<file path="src/rtl/dbus_slow_peri_bridge_pkg.sv">
// Shared definitions for the dbus slow-peripheral bridge: FSM state type and the
// default read data returned when a transfer is terminated by the watchdog.
`ifndef DBUS_BRIDGE_ERR_RDATA
`define DBUS_BRIDGE_ERR_RDATA 32'hDEADBEEF
`endif

package dbus_slow_peri_bridge_pkg;

    typedef enum logic [1:0] {
        IDLE = 2'd0,
        REQ  = 2'd1,
        RESP = 2'd2
    } type_bridge_state_e;

    localparam int DEFAULT_TIMEOUT_CYCLES = 64;

endpackage

</file>
<file path="src/rtl/dbus_bridge_timer.sv">
// Watchdog for the bridge REQ state; only built when DBUS_BRIDGE_TIMEOUT_EN is defined.
// The count equals the number of REQ cycles elapsed, including the current one.
`ifdef DBUS_BRIDGE_TIMEOUT_EN
module dbus_bridge_timer #(
    parameter int TIMEOUT_CYCLES = 64
) (
    input  logic clk,
    input  logic rst,
    input  logic clear,
    input  logic enable,
    output logic expired
);

    localparam int CW = $clog2(TIMEOUT_CYCLES + 1);

    logic [CW-1:0] count_q;

    // Clear fires on the IDLE->REQ edge, so the first REQ cycle already reads 1.
    always_ff @(posedge clk or posedge rst) begin
        if (rst) begin
            count_q <= '0;
        end else if (clear) begin
            count_q <= CW'(1);
        end else if (enable && !expired) begin
            count_q <= count_q + 1'b1;
        end
    end

    assign expired = enable && (count_q == CW'(TIMEOUT_CYCLES));

endmodule
`endif

</file>
<file path="src/rtl/dbus_slow_peri_bridge.sv">
// Registered req/ack bridge between the dbus interconnect and one slow peripheral.
// Optional watchdog enabled by defining DBUS_BRIDGE_TIMEOUT_EN.
module dbus_slow_peri_bridge
    import dbus_slow_peri_bridge_pkg::*;
#(
    parameter int                    ADDR_WIDTH     = 32,
    parameter int                    DATA_WIDTH     = 32,
    parameter int                    TIMEOUT_CYCLES = DEFAULT_TIMEOUT_CYCLES,
    parameter logic [DATA_WIDTH-1:0] ERR_RDATA      = DATA_WIDTH'(`DBUS_BRIDGE_ERR_RDATA)
) (
    input  logic                    clk,
    input  logic                    rst,
    input  logic                    sel_i,
    input  logic                    dbus_req_i,
    input  logic                    dbus_w_en_i,
    input  logic [ADDR_WIDTH-1:0]   dbus_addr_i,
    input  logic [DATA_WIDTH-1:0]   dbus_wdata_i,
    input  logic [DATA_WIDTH/8-1:0] dbus_sel_byte_i,
    output logic [DATA_WIDTH-1:0]   dbus_rdata_o,
    output logic                    dbus_ack_o,
    output logic                    dbus_err_o,
    output logic                    p_req_o,
    output logic                    p_we_o,
    output logic [ADDR_WIDTH-1:0]   p_addr_o,
    output logic [DATA_WIDTH-1:0]   p_wdata_o,
    output logic [DATA_WIDTH/8-1:0] p_be_o,
    input  logic [DATA_WIDTH-1:0]   p_rdata_i,
    input  logic                    p_ack_i,
    output logic                    busy_o
);

    type_bridge_state_e state_q, state_d;

    logic                    start;
    logic                    timeout;
    logic                    we_q;
    logic [ADDR_WIDTH-1:0]   addr_q;
    logic [DATA_WIDTH-1:0]   wdata_q;
    logic [DATA_WIDTH/8-1:0] be_q;
    logic [DATA_WIDTH-1:0]   rdata_q;

    assign start = (state_q == IDLE) && sel_i && dbus_req_i;

`ifdef DBUS_BRIDGE_TIMEOUT_EN
    logic err_q;

    dbus_bridge_timer #(
        .TIMEOUT_CYCLES(TIMEOUT_CYCLES)
    ) u_timer (
        .clk     (clk),
        .rst     (rst),
        .clear   (start),
        .enable  (state_q == REQ),
        .expired (timeout)
    );

    // A peripheral ack in the expiry cycle wins, so err is only set when ack is absent.
    always_ff @(posedge clk or posedge rst) begin
        if (rst) begin
            err_q <= 1'b0;
        end else if (state_q == REQ) begin
            err_q <= timeout && !p_ack_i;
        end
    end

    assign dbus_err_o = dbus_ack_o && err_q;
`else
    logic unused_cfg;

    assign timeout    = 1'b0;
    assign dbus_err_o = 1'b0;
    assign unused_cfg = ^{ERR_RDATA, (TIMEOUT_CYCLES > 0)};
`endif

    always_ff @(posedge clk or posedge rst) begin
        if (rst) begin
            state_q <= IDLE;
        end else begin
            state_q <= state_d;
        end
    end

    always_comb begin
        state_d = state_q;
        case (state_q)
            IDLE:    if (start) state_d = REQ;
            REQ:     if (p_ack_i || timeout) state_d = RESP;
            RESP:    state_d = IDLE;
            default: state_d = IDLE;
        endcase
    end

    always_ff @(posedge clk or posedge rst) begin
        if (rst) begin
            we_q    <= 1'b0;
            addr_q  <= '0;
            wdata_q <= '0;
            be_q    <= '0;
            rdata_q <= '0;
        end else begin
            if (start) begin
                we_q    <= dbus_w_en_i;
                addr_q  <= dbus_addr_i;
                wdata_q <= dbus_wdata_i;
                be_q    <= dbus_sel_byte_i;
            end
            if (state_q == REQ) begin
                if (p_ack_i) begin
                    rdata_q <= we_q ? '0 : p_rdata_i;
                end
`ifdef DBUS_BRIDGE_TIMEOUT_EN
                else if (timeout) begin
                    rdata_q <= ERR_RDATA;
                end
`endif
            end
        end
    end

    assign p_req_o      = (state_q == REQ);
    assign p_we_o       = we_q;
    assign p_addr_o     = addr_q;
    assign p_wdata_o    = wdata_q;
    assign p_be_o       = be_q;
    assign dbus_ack_o   = (state_q == RESP);
    assign dbus_rdata_o = dbus_ack_o ? rdata_q : '0;
    assign busy_o       = (state_q != IDLE);

endmodule

</file>
<file path="config.mk">
export PLATFORM = sky130hd
export DESIGN_NAME = dbus_slow_peri_bridge
export DESIGN_NICKNAME = d
export VERILOG_FILES = /design/src/rtl/dbus_slow_peri_bridge_pkg.sv /design/src/rtl/dbus_bridge_timer.sv /design/src/rtl/dbus_slow_peri_bridge.sv
export SDC_FILE = /design/constraint.sdc
export NUM_CORES = 1
export LEC_CHECK = 0
export ABC_AREA = 1
export CELL_PAD_IN_SITES_DETAIL_PLACEMENT = 1
export CELL_PAD_IN_SITES_GLOBAL_PLACEMENT = 1
export CORE_MARGIN = 4
export CORE_UTILIZATION = 30
export DETAILED_ROUTE_END_ITERATION = 7
export PLACE_DENSITY = 0.84
export SLEW_MARGIN = 5
export SYNTH_ARGS = -nofsm -noshare
export SYNTH_HDL_FRONTEND = slang
export SYNTH_SLANG_ARGS = --single-unit
</file>
<file path="constraint.sdc">
create_clock -name clk -period 5.75 [get_ports clk]
set_clock_uncertainty 0.2 [all_clocks]
set_input_delay 1.4375 -clock clk [delete_from_list [all_inputs] [get_ports clk]]
set_output_delay 1.4375 -clock clk [all_outputs]
set_load 0.005 [all_outputs]
</file>
==> run metrics, run 1 <==
run status completed; CP required 4.11 ns; Yosys reg bits 103; Register Area 2580 um2; Die X approximately 130 um; HP Class reg -> reg; yosys warns 0; Worst path slowest cell nand2_1; synth-to-layout area growth 54.3%; post-CTS resize count 0; Mapped Area between 4000 and 5000 um2; GR peak layer met2; Setup CP Type reg -> out; clock-pin slew on the worst setup and hold paths roughly 0.070 ns; met3 usage in global routing 0.0661; std cell rows between 40 and 50; wire per inst around 16 um; crit-path max FO 33; nets about 880; syn nets a little under 700; Reg2Reg Setup Slack about 3.0 ns; root buffer cell clkbuf_16; CP max stage delay slightly above 0.6 ns; grt met1 use 0.222; crit-path cells inv_1 -> nand2_1 -> nor2_1 -> clkdlybuf4s50_1; Multi-input gate area around 1600 um2; Initial Util 0.310; Max Cap Viol 0; CORE AREA 14800 um2; final hold viol count 0; port bufs approximately 210; cells after synthesis around 590; number of buffers created by CTS 9; clk buf depth 2; CTS tree done; # fillers 1784; Vias about 4400; hold buffers post-CTS 0; CP arrival about 2.5 ns; DIE AREA approximately 17000 um2; DR vias/cell around 4.6; first-pass GRT wire length 25200 um; H-tree depth 3; Congestion Overflow GR 0; Tot Pwr approximately 2.4 mW; Skew-Pair Late Insertion Delay 0.34 ns; Setup Fix Bufs, Post-CTS 0; final setup fails 0; Setup crit end kind primary output; RSZ-0062 raised after global routing false; initial antenna violation count 0; Global Route Usage Sum 0.178; total wire length ~15000 um; largest net degree at the start of global routing just over 70; die height 131 um; drt drc 0; sequential area share after synthesis 0.564; worst slew pin tran between 1 and 1.5 ns; setup tns final 0 ns; clk sinks 103; largest area contributor in the netlist dfrtp_1; FMAX ~240 MHz; DP Wirelength approximately 11000 um; Synth top area share 0.564; Slew headroom 0.167; Post-DRT Antenna Nets 0; 1st-iter DRT viols ~210; n_diodes 0; VDD IR max between 0.15 and 0.2 mV; number of global-route vias before repair 4816; Pins Over Slew Limit 0; Cell Pwr Density about 340 nW/um2; Critical Path Start Type register; Pre-antenna DRT Iters 4; I/O Pins approximately 210; Leak Pwr ~3.5 nW; min Tclk post-route roughly 4.1 ns; Synth Area per Inst roughly 7.8 um2; share of layout cells above drive strength 1 0.0320; met2 GRT Util 0.288; Final Wtd Congestion between 0.7 and 0.8; Cell variety after synth 13; synth top area cells dfrtp_1 56%, nand2_1 17%, nand3_1 11%, inv_1 5.7%, nor2_1 5.3%; fin crit share 0.712
[worst max-delay path, delay by kind of cell, from the launching register on]
kind | cells | cell delay (ns)
simple gates | 2 | 0.99
flops | 1 | 0.44
buf+inv | 2 | 0.68
[power by group]
part	internal (mW)	switching [mW]	total, mW
Clock	0.338	0.273	0.611
Sequential	0.923	0.139	1.06
Combinational	0.398	0.335	0.733
Total	1.66	0.746	2.41
[logic make-up after synthesis]
group / share of synthesized area
AND/OR/NAND/NOR: 0.336
flip-flops: 0.564
AO/OA/AOI/OAI: 0.00109
other: 0.000820
buffers and inverters: 0.0985
[metal layers]
metal  wire [um]  part of all wire
met1        6490              0.43
met2        7110              0.47
met3        1390             0.091
met4         267             0.017
met5           0                 0
[flip-flops by register name, summed over array words and instances (netlist names)]
name       flops
p_addr_o      32
p_we_o         1
state_q        2
p_wdata_o     32
p_be_o         4
rdata_q       32
[cells in the mapped netlist, drive strengths merged]
cell / n
buf: 30
clkbuf: 9
conb: 1
dfrtp: 103
inv: 71
nand2: 206
nand3: 102
nor2: 66
o21ai: 1
[worst paths after layout]
check,start,endpoint,cells after the start
max,state_q[0]$_DFFE_PP0P_,dbus_rdata_o[17],4
min,p_addr_o[26]$_DFFE_PP0P_,p_addr_o[26]$_DFFE_PP0P_,2
max reg2reg,state_q[0]$_DFFE_PP0P_,p_addr_o[1]$_DFFE_PP0P_,6
min reg2reg,p_addr_o[26]$_DFFE_PP0P_,p_addr_o[26]$_DFFE_PP0P_,2
max in group asynchronous,rst,rdata_q[29]$_DFFE_PP0P_,3
min in group asynchronous,rst,rdata_q[15]$_DFFE_PP0P_,2
[cells in the final DEF, fill, tap and decap left out]
cell type / count
buf_4: 6
bufinv_16: 1
clkbuf_1: 2
clkbuf_16: 9
clkdlybuf4s50_1: 209
clkinv_2: 1
clkinv_4: 1
clkinvlp_4: 2
conb_1: 1
dfrtp_1: 103
inv_1: 69
inv_2: 1
inv_4: 1
nand2_1: 205
nand2_2: 1
nand3_1: 102
nor2_1: 64
nor2_2: 1
nor2_4: 1
o21ai_0: 1
[area by class of cell]
cell class / count / area share
repair buffers: 215 / 0.303
clock inverters: 5 / 0.00833
flip-flops and latches: 103 / 0.365
well taps: 184 / 0.0326
inverters: 71 / 0.0381
multi-input cells: 376 / 0.220
clock buffers: 11 / 0.0330
[stage by stage]
stage          std cells  setup slack, ns  hold slack, ns  instance area, um2   util
6_report             965             1.66           0.269                7060  0.478
4_1_cts              965             1.65           0.275                7060  0.478
5_1_grt              965             1.45           0.295                7060  0.478
3_5_place_dp         949             1.81           0.262                6770  0.459
2_1_floorplan        589             1.41           0.249                4570      -
3_3_place_gp         949             2.02           0.252                6770  0.459
No activity file was read; power rests on OpenSTA's default activity.
==> run 2, diff against run 1 <==
CORE_UTILIZATION = 26   (was 30)
PLACE_DENSITY = 0.78   (was 0.84)
clock period = 3.6 ns   (was 5.75 ns; I/O delays follow)
==> run 2 against run 1 <==
- clock power increased by 59%
- register-to-register slack got worse by 1.6 ns
- critical path depth increased by 1
- sequential share of layout area decreased by 0.54 points
- first-iteration DRC count decreased by 48%
- critical endpoint is now dbus_rdata_o[19]
- largest power group unchanged
- highest routed layer unchanged
==> run metrics, run 2 (synthesized netlist as in run 1, its figures left out) <==
Pins Over Slew Limit 0; final hold viol count 0; Slew headroom 0.486; Die X between 100 and 150 um; run status completed; Max Cap Viol 0; Switch Pwr approximately 1.2 mW; Setup CP Type reg -> out; combinational power share 0.315; VDD IR max 0.266 mV; RSZ-0062 raised after global routing false; Cell Pwr Density about 530 nW/um2; post-CTS resize count 0; I/O Pins 211; Initial Util 0.264; Critical Path Start Type register; CORE AREA 17300 um2; crit-path max FO 33; setup tns final 0 ns; DR vias/cell approximately 4.4; wire per inst about 15 um; Post-DP Area 6870 um2; commonest non-fill, non-tap cell in the layout clkdlybuf4s50_1; crit-path cells inv_1 -> nand2_1 -> buf_4 -> nor2_1 -> clkdlybuf4s50_1; Finished Cell Area roughly 7200 um2; hold buffers post-CTS 0; Vias ~4400; part of the power in the clock network 0.254; Setup crit end kind primary output; Post-DRT Antenna Nets 0; clk buf depth 2; Cell Count, Final, Fillers Out roughly 1000; die height 141 um; most frequent cells in the layout 209 x clkdlybuf4s50_1, 205 x nand2_1, 103 x dfrtp_1; Setup Fix Bufs, Post-CTS 0; Tot Pwr approximately 3.8 mW; Congestion Overflow GR 0; CP required between 2 and 3 ns; Skew-Pair Late Insertion Delay 0.35 ns; root buffer cell clkbuf_16; share of layout cells above drive strength 1 0.0395; sequential share of power 0.431; final setup fails 0; Multi-input gate area ~1600 um2; final core occ 0.414; total wire length 15300 um; Worst path slowest cell clkdlybuf4s50_1; n_diodes 0; clk sinks 103; Cells after DPL 994; CTS tree done; FMAX ~330 MHz; # fillers around 2100; CP arrival 1.89 ns; Power Internal 2.62 mW; number of global-route vias before repair about 4600; Register Area ~2600 um2; largest net degree at the start of global routing around 100; drt drc 0; switch share 0.317; Global Route Usage Sum 0.157; Pre-antenna DRT Iters 4; Final Wtd Congestion approximately 0.75; number of buffers created by CTS 9; worst slew pin tran about 0.77 ns; H-tree depth 3; CP max stage delay 0.53 ns; clock-pin slew on the worst setup and hold paths around 0.070 ns; DP Wirelength 10600 um; min Tclk post-route ~3 ns; HP Class reg -> reg; initial antenna violation count 0; first-pass GRT wire length between 20000 and 25000 um; DIE AREA about 20000 um2; nets 886; std cell rows 48; 1st-iter DRT viols 109; fin crit share 0.830; port bufs roughly 210; Leak Pwr about 3.6 nW; synth-to-layout area growth 56.7%
run 2: changes by cell type in the layout (fill, tap and decap cells not counted):
cell,change
clkbuf_1,-2
inv_4,-1
inv_6,+3
bufinv_16,-1
clkinv_2,-1
clkbuf_8,+1
buf_4,+2
clkinv_4,+1
buf_12,+2
run 2: area by class of cell:
type	count	area share
clock buffer	10	0.0334
clock inverter	6	0.00716
inverter	71	0.0377
multi-input combinational	376	0.217
sequential	103	0.360
tap	225	0.0393
timing repair buffer	219	0.306
run 2: metrics by stage:
step                hold slack [ns]  worst slack [ns]
floorplan                     0.249              1.27
global placement              0.253             0.879
detailed placement            0.260             0.842
CTS                           0.276             0.567
global route                  0.297             0.468
finish                        0.270             0.613
run 2: metal layers:
metal,global-route usage,part of all wire
met5,0,0
met2,0.255,0.47
met4,0.0474,0.013
met3,0.0641,0.11
met1,0.193,0.41
run 2: worst paths after layout:
| check | to | startpoint | slack, ns | depth (start not counted) |
|---|---|---|---|---|
| max reg2reg | p_wdata_o[12]$_DFFE_PP0P_ | state_q[0]$_DFFE_PP0P_ | 1.43 | 6 |
| min in group asynchronous | p_wdata_o[5]$_DFFE_PP0P_ | rst | 0.84 | 3 |
| max in group asynchronous | rdata_q[24]$_DFFE_PP0P_ | rst | 1.85 | 3 |
| max | dbus_rdata_o[19] | state_q[0]$_DFFE_PP0P_ | 0.61 | 5 |
| min reg2reg | p_addr_o[2]$_DFFE_PP0P_ | p_addr_o[2]$_DFFE_PP0P_ | 0.27 | 2 |
| min | p_addr_o[2]$_DFFE_PP0P_ | p_addr_o[2]$_DFFE_PP0P_ | 0.27 | 2 |
run 2: critical path, delay by kind of cell (launching register included):
| family | cells | cell delay, ns |
|---|---|---|
| flops | 1 | 0.43 |
| simple gates | 2 | 0.22 |
| buf+inv | 3 | 0.88 |
run 2: power by group through the flow:
stage	clock, mW	sequential [mW]	combinational (mW)
after floorplan	0	1.66	0.490
after detailed placement	0	1.67	1.23
after global placement	0	1.66	1.20
final	0.974	1.65	1.21
after CTS	1.01	1.66	1.24
after global routing	1.06	1.70	1.36
